==> src/rtl/dma_pcie_cfg_mgmt_arb.sv <==
`default_nettype none
// ============================================================================
// Module   : dma_pcie_cfg_mgmt_arb
// Purpose  : Round-robin arbiter and sequencer for the PCIe core
//            configuration-management port. NUM_REQ requesters share the
//            single cfg_mgmt channel; one access is in flight at a time, and
//            its read data/status is returned to the owning requester.
// Ports    : user_clk / user_reset_n (async, active-low)
//            req_*        per-requester request bundle, req_ready one-hot grant
//            rsp_*        one-hot completion pulse with read data and error
//            cfg_mgmt_*   access channel to the PCIe core
//            cfg_hot_reset_out  hot-reset indication (aborts/blocks accesses)
//            busy         high while an access is in flight or responding
// Options  : CFG_MGMT_ARB_TIMEOUT_EN - when defined, an access that sees no
//            done within TIMEOUT_CYCLES BUSY cycles is aborted with rsp_err.
// Revision : 1.0 - initial release
// ============================================================================
module dma_pcie_cfg_mgmt_arb #(
  parameter int NUM_REQ        = 2,
  parameter int TIMEOUT_CYCLES = 255
) (
  input  logic                  user_clk,
  input  logic                  user_reset_n,
  input  logic [NUM_REQ-1:0]    req_valid,
  output logic [NUM_REQ-1:0]    req_ready,
  input  logic [NUM_REQ-1:0]    req_write,
  input  logic [NUM_REQ*10-1:0] req_addr,
  input  logic [NUM_REQ*8-1:0]  req_func,
  input  logic [NUM_REQ*32-1:0] req_wdata,
  input  logic [NUM_REQ*4-1:0]  req_be,
  output logic [NUM_REQ-1:0]    rsp_valid,
  output logic [31:0]           rsp_rdata,
  output logic                  rsp_err,
  output logic [9:0]            cfg_mgmt_addr,
  output logic [7:0]            cfg_mgmt_function_number,
  output logic                  cfg_mgmt_write,
  output logic                  cfg_mgmt_read,
  output logic [31:0]           cfg_mgmt_write_data,
  output logic [3:0]            cfg_mgmt_byte_enable,
  input  logic [31:0]           cfg_mgmt_read_data,
  input  logic                  cfg_mgmt_read_write_done,
  input  logic                  cfg_hot_reset_out,
  output logic                  busy
);

  localparam int IDXW = $clog2(NUM_REQ);

  typedef enum logic [1:0] {
    ST_IDLE = 2'd0,
    ST_BUSY = 2'd1,
    ST_RESP = 2'd2
  } state_t;

  state_t          state;
  logic [IDXW-1:0] rr_ptr;
  logic [IDXW-1:0] owner;

  // Round-robin search: scan from rr_ptr upward, wrapping at NUM_REQ.
  logic [IDXW:0]   cand;
  logic [IDXW-1:0] win_idx;
  logic            win_found;

  always_comb begin
    cand      = '0;
    win_idx   = '0;
    win_found = 1'b0;
    for (int k = 0; k < NUM_REQ; k++) begin
      cand = {1'b0, rr_ptr} + (IDXW+1)'(k);
      if (cand >= (IDXW+1)'(NUM_REQ)) cand = cand - (IDXW+1)'(NUM_REQ);
      if (!win_found && req_valid[cand[IDXW-1:0]]) begin
        win_found = 1'b1;
        win_idx   = cand[IDXW-1:0];
      end
    end
  end

  // Winner's request fields, selected with constant slices.
  logic        sel_write;
  logic [9:0]  sel_addr;
  logic [7:0]  sel_func;
  logic [31:0] sel_wdata;
  logic [3:0]  sel_be;

  always_comb begin
    sel_write = 1'b0;
    sel_addr  = '0;
    sel_func  = '0;
    sel_wdata = '0;
    sel_be    = '0;
    for (int i = 0; i < NUM_REQ; i++) begin
      if (win_idx == IDXW'(i)) begin
        sel_write = req_write[i];
        sel_addr  = req_addr[i*10 +: 10];
        sel_func  = req_func[i*8 +: 8];
        sel_wdata = req_wdata[i*32 +: 32];
        sel_be    = req_be[i*4 +: 4];
      end
    end
  end

  // Grant is combinational; gating by reset keeps every output low in reset.
  logic grant_en;
  assign grant_en = (state == ST_IDLE) && win_found && !cfg_hot_reset_out && user_reset_n;

  for (genvar gi = 0; gi < NUM_REQ; gi++) begin : g_ready
    assign req_ready[gi] = grant_en && (win_idx == IDXW'(gi));
  end

  logic tmo_hit;
`ifdef CFG_MGMT_ARB_TIMEOUT_EN
  localparam logic [15:0] TMO_LAST = 16'(TIMEOUT_CYCLES - 1);
  logic [15:0] tmo_cnt;

  // Counts BUSY cycles; held at zero outside BUSY so it restarts per access.
  always_ff @(posedge user_clk or negedge user_reset_n) begin
    if (!user_reset_n) begin
      tmo_cnt <= '0;
    end else if (state != ST_BUSY) begin
      tmo_cnt <= '0;
    end else begin
      tmo_cnt <= tmo_cnt + 16'd1;
    end
  end

  assign tmo_hit = (tmo_cnt == TMO_LAST);
`else
  logic [15:0] unused_timeout;
  assign unused_timeout = 16'(TIMEOUT_CYCLES);
  assign tmo_hit        = 1'b0;
`endif

  always_ff @(posedge user_clk or negedge user_reset_n) begin
    if (!user_reset_n) begin
      state                    <= ST_IDLE;
      rr_ptr                   <= '0;
      owner                    <= '0;
      rsp_valid                <= '0;
      rsp_rdata                <= '0;
      rsp_err                  <= 1'b0;
      cfg_mgmt_addr            <= '0;
      cfg_mgmt_function_number <= '0;
      cfg_mgmt_write           <= 1'b0;
      cfg_mgmt_read            <= 1'b0;
      cfg_mgmt_write_data      <= '0;
      cfg_mgmt_byte_enable     <= '0;
      busy                     <= 1'b0;
    end else begin
      rsp_valid <= '0;
      case (state)
        ST_IDLE: begin
          if (grant_en) begin
            owner                    <= win_idx;
            cfg_mgmt_addr            <= sel_addr;
            cfg_mgmt_function_number <= sel_func;
            cfg_mgmt_write_data      <= sel_wdata;
            cfg_mgmt_byte_enable     <= sel_be;
            cfg_mgmt_write           <= sel_write;
            cfg_mgmt_read            <= !sel_write;
            busy                     <= 1'b1;
            state                    <= ST_BUSY;
          end
        end
        ST_BUSY: begin
          // done has priority over both abort sources
          if (cfg_mgmt_read_write_done) begin
            cfg_mgmt_write   <= 1'b0;
            cfg_mgmt_read    <= 1'b0;
            rsp_rdata        <= cfg_mgmt_write ? 32'd0 : cfg_mgmt_read_data;
            rsp_err          <= 1'b0;
            rsp_valid[owner] <= 1'b1;
            state            <= ST_RESP;
          end else if (cfg_hot_reset_out || tmo_hit) begin
            cfg_mgmt_write   <= 1'b0;
            cfg_mgmt_read    <= 1'b0;
            rsp_rdata        <= 32'd0;
            rsp_err          <= 1'b1;
            rsp_valid[owner] <= 1'b1;
            state            <= ST_RESP;
          end
        end
        ST_RESP: begin
          rr_ptr <= (owner == IDXW'(NUM_REQ - 1)) ? '0 : owner + IDXW'(1);
          busy   <= 1'b0;
          state  <= ST_IDLE;
        end
        default: state <= ST_IDLE;
      endcase
    end
  end

endmodule
`default_nettype wire

==> config.mk <==
export PLATFORM = sky130hd
export DESIGN_NAME = dma_pcie_cfg_mgmt_arb
export DESIGN_NICKNAME = d
export VERILOG_FILES = /design/src/rtl/dma_pcie_cfg_mgmt_arb.sv
export SDC_FILE = /design/constraint.sdc
export NUM_CORES = 1
export LEC_CHECK = 0
export CORE_MARGIN = 3
export CORE_UTILIZATION = 41
export DETAILED_ROUTE_END_ITERATION = 10
export PLACE_DENSITY = 0.91
export SYNTH_ARGS = -nofsm -noshare
export SYNTH_HDL_FRONTEND = slang
export SYNTH_SLANG_ARGS = --single-unit
==> constraint.sdc <==
create_clock -name user_clk -period 3.5 [get_ports user_clk]
set_input_delay 0.525 -clock user_clk [delete_from_list [all_inputs] [get_ports user_clk]]
set_output_delay 0.525 -clock user_clk [all_outputs]
set_load 0.01 [all_outputs]
# == After elaboration in Yosys (flattened, before gate mapping) ==
# Index checks and enable logic that the tools add are counted.
# op_classes
n_eq_ne,4
div,0
reduce_logical,19
multipliers,0
n_shift,0
add_sub_neg,4
order_cmp,6
bitwise,1
muxes,38
# ops
op,n
$mux W32,4
$mux W1,20
$mux W2,6
$mux W10,1
$mux W8,1
$reduce_and A2 Y1,4
$logic_and A1 B1 Y1,7
$lt A1 B2 Y1 const B,3
$pmux W1 S2,3
$reduce_bool A2 Y1,3
$mux W4,1
$pmux W2 S2,1
$logic_not A1 Y1,3
$ne A3 B3 Y1 const B,1
$reduce_and A3 Y1,1
$add A1 B1 Y2 const B,1
$eq A2 B1 Y1 const B,1
$eq A2 B2 Y1 const B,1
$ge A1 B2 Y1 const B,1
$ge A2 B2 Y1 const B,1
$logic_not A2 Y1,1
$ne A2 B2 Y1 const B,1
$sub A1 B1 Y1 const B,2
$add A1 B1 Y1 const B,1
other kinds (3),3
# word_totals
inputBits,148
output_inout_bits,94
rom_bits,0
latchBits,0
mem_bits_rw,0
reg_bits,96
n_memories,0
wordCells,85

# == Longest topological paths before layout ==
# logic_depth
word_depth,13
ltp_mapped,6
ltp_nobuf,4

# == Worst setup path before layout ==
# No wires, ideal clock.
# synth_path
path_kind,input to output
start,in cfg_hot_reset_out
end,out req_ready[1]
n_path_buf,1
cell_stages,4
t_arrival_ps,1332
t_required_ps,2975
path_slack_ps,1643
path_cell_list,nor4b_2 o21ai_2 buf_6 nor2_1
# synth_between
elab_chain_cells,4
# synth_rtl
item,line_no,rtl
start: declaration,42,"input logic cfg_hot_reset_out,"
$logic_not A1 Y1,103,assign grant_en = (state == ST_IDLE) && win_found && !cfg_hot_reset_out && user_reset_n;
$logic_and A1 B1 Y1 (2 in a row),103,
$logic_and A1 B1 Y1,106,assign req_ready[gi] = grant_en && (win_idx == IDXW'(gi));
end: declaration,25,"output logic [NUM_REQ-1:0] req_ready,"
# Every way passes these cells.

# == Worst setup path after layout ==
# layout_path
start,in cfg_hot_reset_out
end,out req_ready[0]
# The elaborated chain is that of the path after synthesis.

==> parameters.txt <==
Parameter                              Value

Status
  Run status    completed

Route
  Count of vias placed by the detailed router    3779
  Violation count after the first detailed-routing iteration    110
  Number of remaining DRC errors    0
  Via-per-instance ratio    4.85
  Detail Route Antenna Nets    0
  First-pass iteration count of the detailed router    4
  Final wirelength    11700 um
  Routed length per placed instance    15.0 um

Pwr
  Relative contribution of combinational cells to total power    38.0%
  Net Sw Frac    31.7%
  Total chip power    0.00355 W
  Power per standard cell area    521 nW/um2
  Internal Power    0.00243 W
  Proportion of power drawn by the clock network    18.7%
  Max rail drop VDD    242 uV
  Leakage    3.11 nW
  Net Switching    0.00113 W
  Part of the power in registers    43.3%

Synth
  Most frequently used flop master after synthesis    sky130_fd_sc_hd__dfrtp_1
  Async set-reset flop share out of synthesis    100%
  Post-Syn Instances    411
  Number of different library cells in the post-synthesis netlist    22
  Sequential fraction of the synthesis area    57.8%
  Number of enable-type register cells in the synthesized netlist    0
  Count of warnings emitted by yosys    0
  Cell area after synthesis    4150 um2
  Number of synthesized register bits    96
  Number of nets in the synthesized netlist    559
  Post-synthesis area per instance    10.1 um2

Final layout
  Final standard cell count with taps included and fillers excluded    779
  Commonest non-fill, non-tap cells in the layout    sky130_fd_sc_hd__clkdlybuf4s50_1, sky130_fd_sc_hd__nand2_1, sky130_fd_sc_hd__dfrtp_1
  Final nets    789
  Fraction of the core area covered by cells at the end of the flow    69.5%
  Fraction of final layout cells with drive strength greater than 1    4.33%
  Antenna diode instance count    0
  Most common cell after layout, fill and taps aside    sky130_fd_sc_hd__clkdlybuf4s50_1
  Area overhead of the layout relative to synthesis    64.3%

GRT
  Global-route congestion overflow total    0
  Wire length of the first global-routing pass    18600 um
  Pin count of the biggest net entering global routing    114
  Tot GR Track Use    20.5%
  Antenna violations before repair    0
  Via count of the first global-routing pass    3871

STA
  Ratio of final minimum period to clock period    84.7%
  Number of endpoints failing setup at the final stage    0
  Fin Setup TNS    0 ns
  Relative slew slack    37.3%
  Worst Clk Skew    0.0161 ns
  Actual transition at the worst max-transition pin    0.941 ns
  Time the worst path needs with I/O delays and setup    2.97 ns
  Final count of hold timing violations    0
  Count of final max-slew check failures    0
  Unrepaired setup endpoints after global routing    false
  Fmax    337 MHz

Hold path
  Worst Hold Class    primary input to async pin

Worst setup path
  Reg-to-reg setup timing slack    1.57 ns
  Reg-to-reg endpoint    cfg_mgmt_read
  List of cells traversed by the critical path    clkdlybuf4s50_1 > nor4b_2 > o21a_1 > and2_1 > clkdlybuf4s50_1
  Number of buffer and inverter instances along the worst setup path    2
  Category of cells accounting for the largest share of critical-path delay    buffers and inverters
  Worst Path Class, Setup    primary input to output port
  Crit path arrival time    2.44 ns
  Critical path's slowest cell    sky130_fd_sc_hd__clkdlybuf4s50_1
  Count of cells along the worst register-to-register path    5
  Worst path most repeated cell    sky130_fd_sc_hd__clkdlybuf4s50_1
  CP max FO    4
  Critical Path Source Type    primary input
  Start point of the critical path    cfg_hot_reset_out
  Delay contributed by the slowest stage of the critical path    0.55 ns
  Launch point of the worst reg-to-reg path    state[0]
  Required @ worst endpoint    2.97 ns
  Crit end category    output port

Clock tree
  TritonCTS sink count    96
  Maximum number of buffers from clock root to sink    2
  Clock tree from TritonCTS    yes
  Number of buffers inserted by hold repair at cts    0
  Number of buffers inserted during clock tree synthesis    9
  Buffers inserted by post-CTS timing repair    0
  Resized Gates After CTS    0
  Library cell used as clock root buffer    sky130_fd_sc_hd__clkbuf_8
  Clk pin slew, worst setup/hold paths    0.10 ns
  Clock latency at the later pin of the worst-skew pair    0.35 ns
  Total number of H-tree levels    3

Place
  Half-perimeter wire length of the detailed placement result    9320 um
  Buffers on Ports    241
  Dpl cells    763
  Gp weighted congestion    0.758

Floorplanning
  Die Outline Area    11400 um2
  Die width    107 um
  Area of the core region    9820 um2
  Count of standard-cell rows    36
  Initial standard-cell utilization of the core    42.3%
  Die Ht    107 um
  Ports    242

Flow run
  # Max-Cap Violations    0
-- worst max-delay path by stage --
stage | cells after the start | end
floorplan | 4 | req_ready[1]
global placement | 5 | req_ready[0]
detailed placement | 5 | req_ready[0]
CTS | 5 | req_ready[0]
global route | 5 | req_ready[0]
finish | 5 | req_ready[0]
-- kinds of logic (layout without fill, tap and decap cells) --
group	Yosys count	after routing	synth area share [%]
flops	96	96	57.8
mux	55	55	13.3
buf+inv	31	266	4.28
compound gates	97	97	12.0
simple gates	132	132	12.6
-- through the flow --
stage	cell area, um2	hold slack (ns)	setup slack, ns
5_1_grt	6830	0.264	0.419
3_5_place_dp	6650	0.470	0.515
3_3_place_gp	6650	0.462	0.589
4_1_cts	6830	0.239	0.519
6_report	6830	0.233	0.534
2_1_floorplan	4150	0.229	1.64
-- cell type report --
cell class                 instances  area, um2
clock buffer                      10        128
clock inverter                     6       52.6
fill                             756       2990
inverter                           2       7.51
multi-input combinational        284       1610
sequential                        96       2400
tap                              133        166
timing repair buffer             248       2460
-- flip-flops by register name, indices dropped and copies added, names as in the netlist, 2 cells and up --
signal and cells:
cfg_mgmt_write_data 32, rsp_rdata 32, cfg_mgmt_addr 10, cfg_mgmt_function_number 8
cfg_mgmt_byte_enable 4, rsp_valid 2, state 2
-- worst reg2reg max path, stage by stage (launching register included) --
cell                      delay (ns)
sky130_fd_sc_hd__dfrtp_1        0.41
sky130_fd_sc_hd__nor4b_2        0.44
sky130_fd_sc_hd__o21ai_4        0.10
sky130_fd_sc_hd__buf_4          0.39
sky130_fd_sc_hd__and3_1         0.34
sky130_fd_sc_hd__a21o_1         0.16
-- synth_stat cells, types with 3 or more instances --
library cell,number,area (um2)
sky130_fd_sc_hd__dfrtp_1,96,2400
sky130_fd_sc_hd__clkbuf_1,12,45.0
sky130_fd_sc_hd__nor2_1,3,11.3
sky130_fd_sc_hd__nand2_1,121,454
sky130_fd_sc_hd__buf_2,7,35.0
sky130_fd_sc_hd__buf_4,6,45.0
sky130_fd_sc_hd__o21ai_1,29,145
sky130_fd_sc_hd__mux2i_1,55,551
sky130_fd_sc_hd__o21ai_0,61,305
sky130_fd_sc_hd__buf_6,4,45.0
-- metal layers --
metal	vias to the layer above	wire length, um	GRT usage, %
li1	1832	-	-
met1	1774	4260	23.3
met2	157	6180	37.2
met3	16	1120	6.74
met4	0	137	5.11
met5	-	0	0
-- power by group through the flow --
stage          Combinational [W]  Clock, W  Sequential (W)
6_report                 0.00135  0.000666         0.00154
5_1_grt                  0.00147  0.000730         0.00158
4_1_cts                  0.00137  0.000683         0.00154
3_5_place_dp             0.00137         0         0.00156
3_3_place_gp             0.00132         0         0.00154
2_1_floorplan           0.000393         0         0.00167
Power figures use the tool's default switching activity.
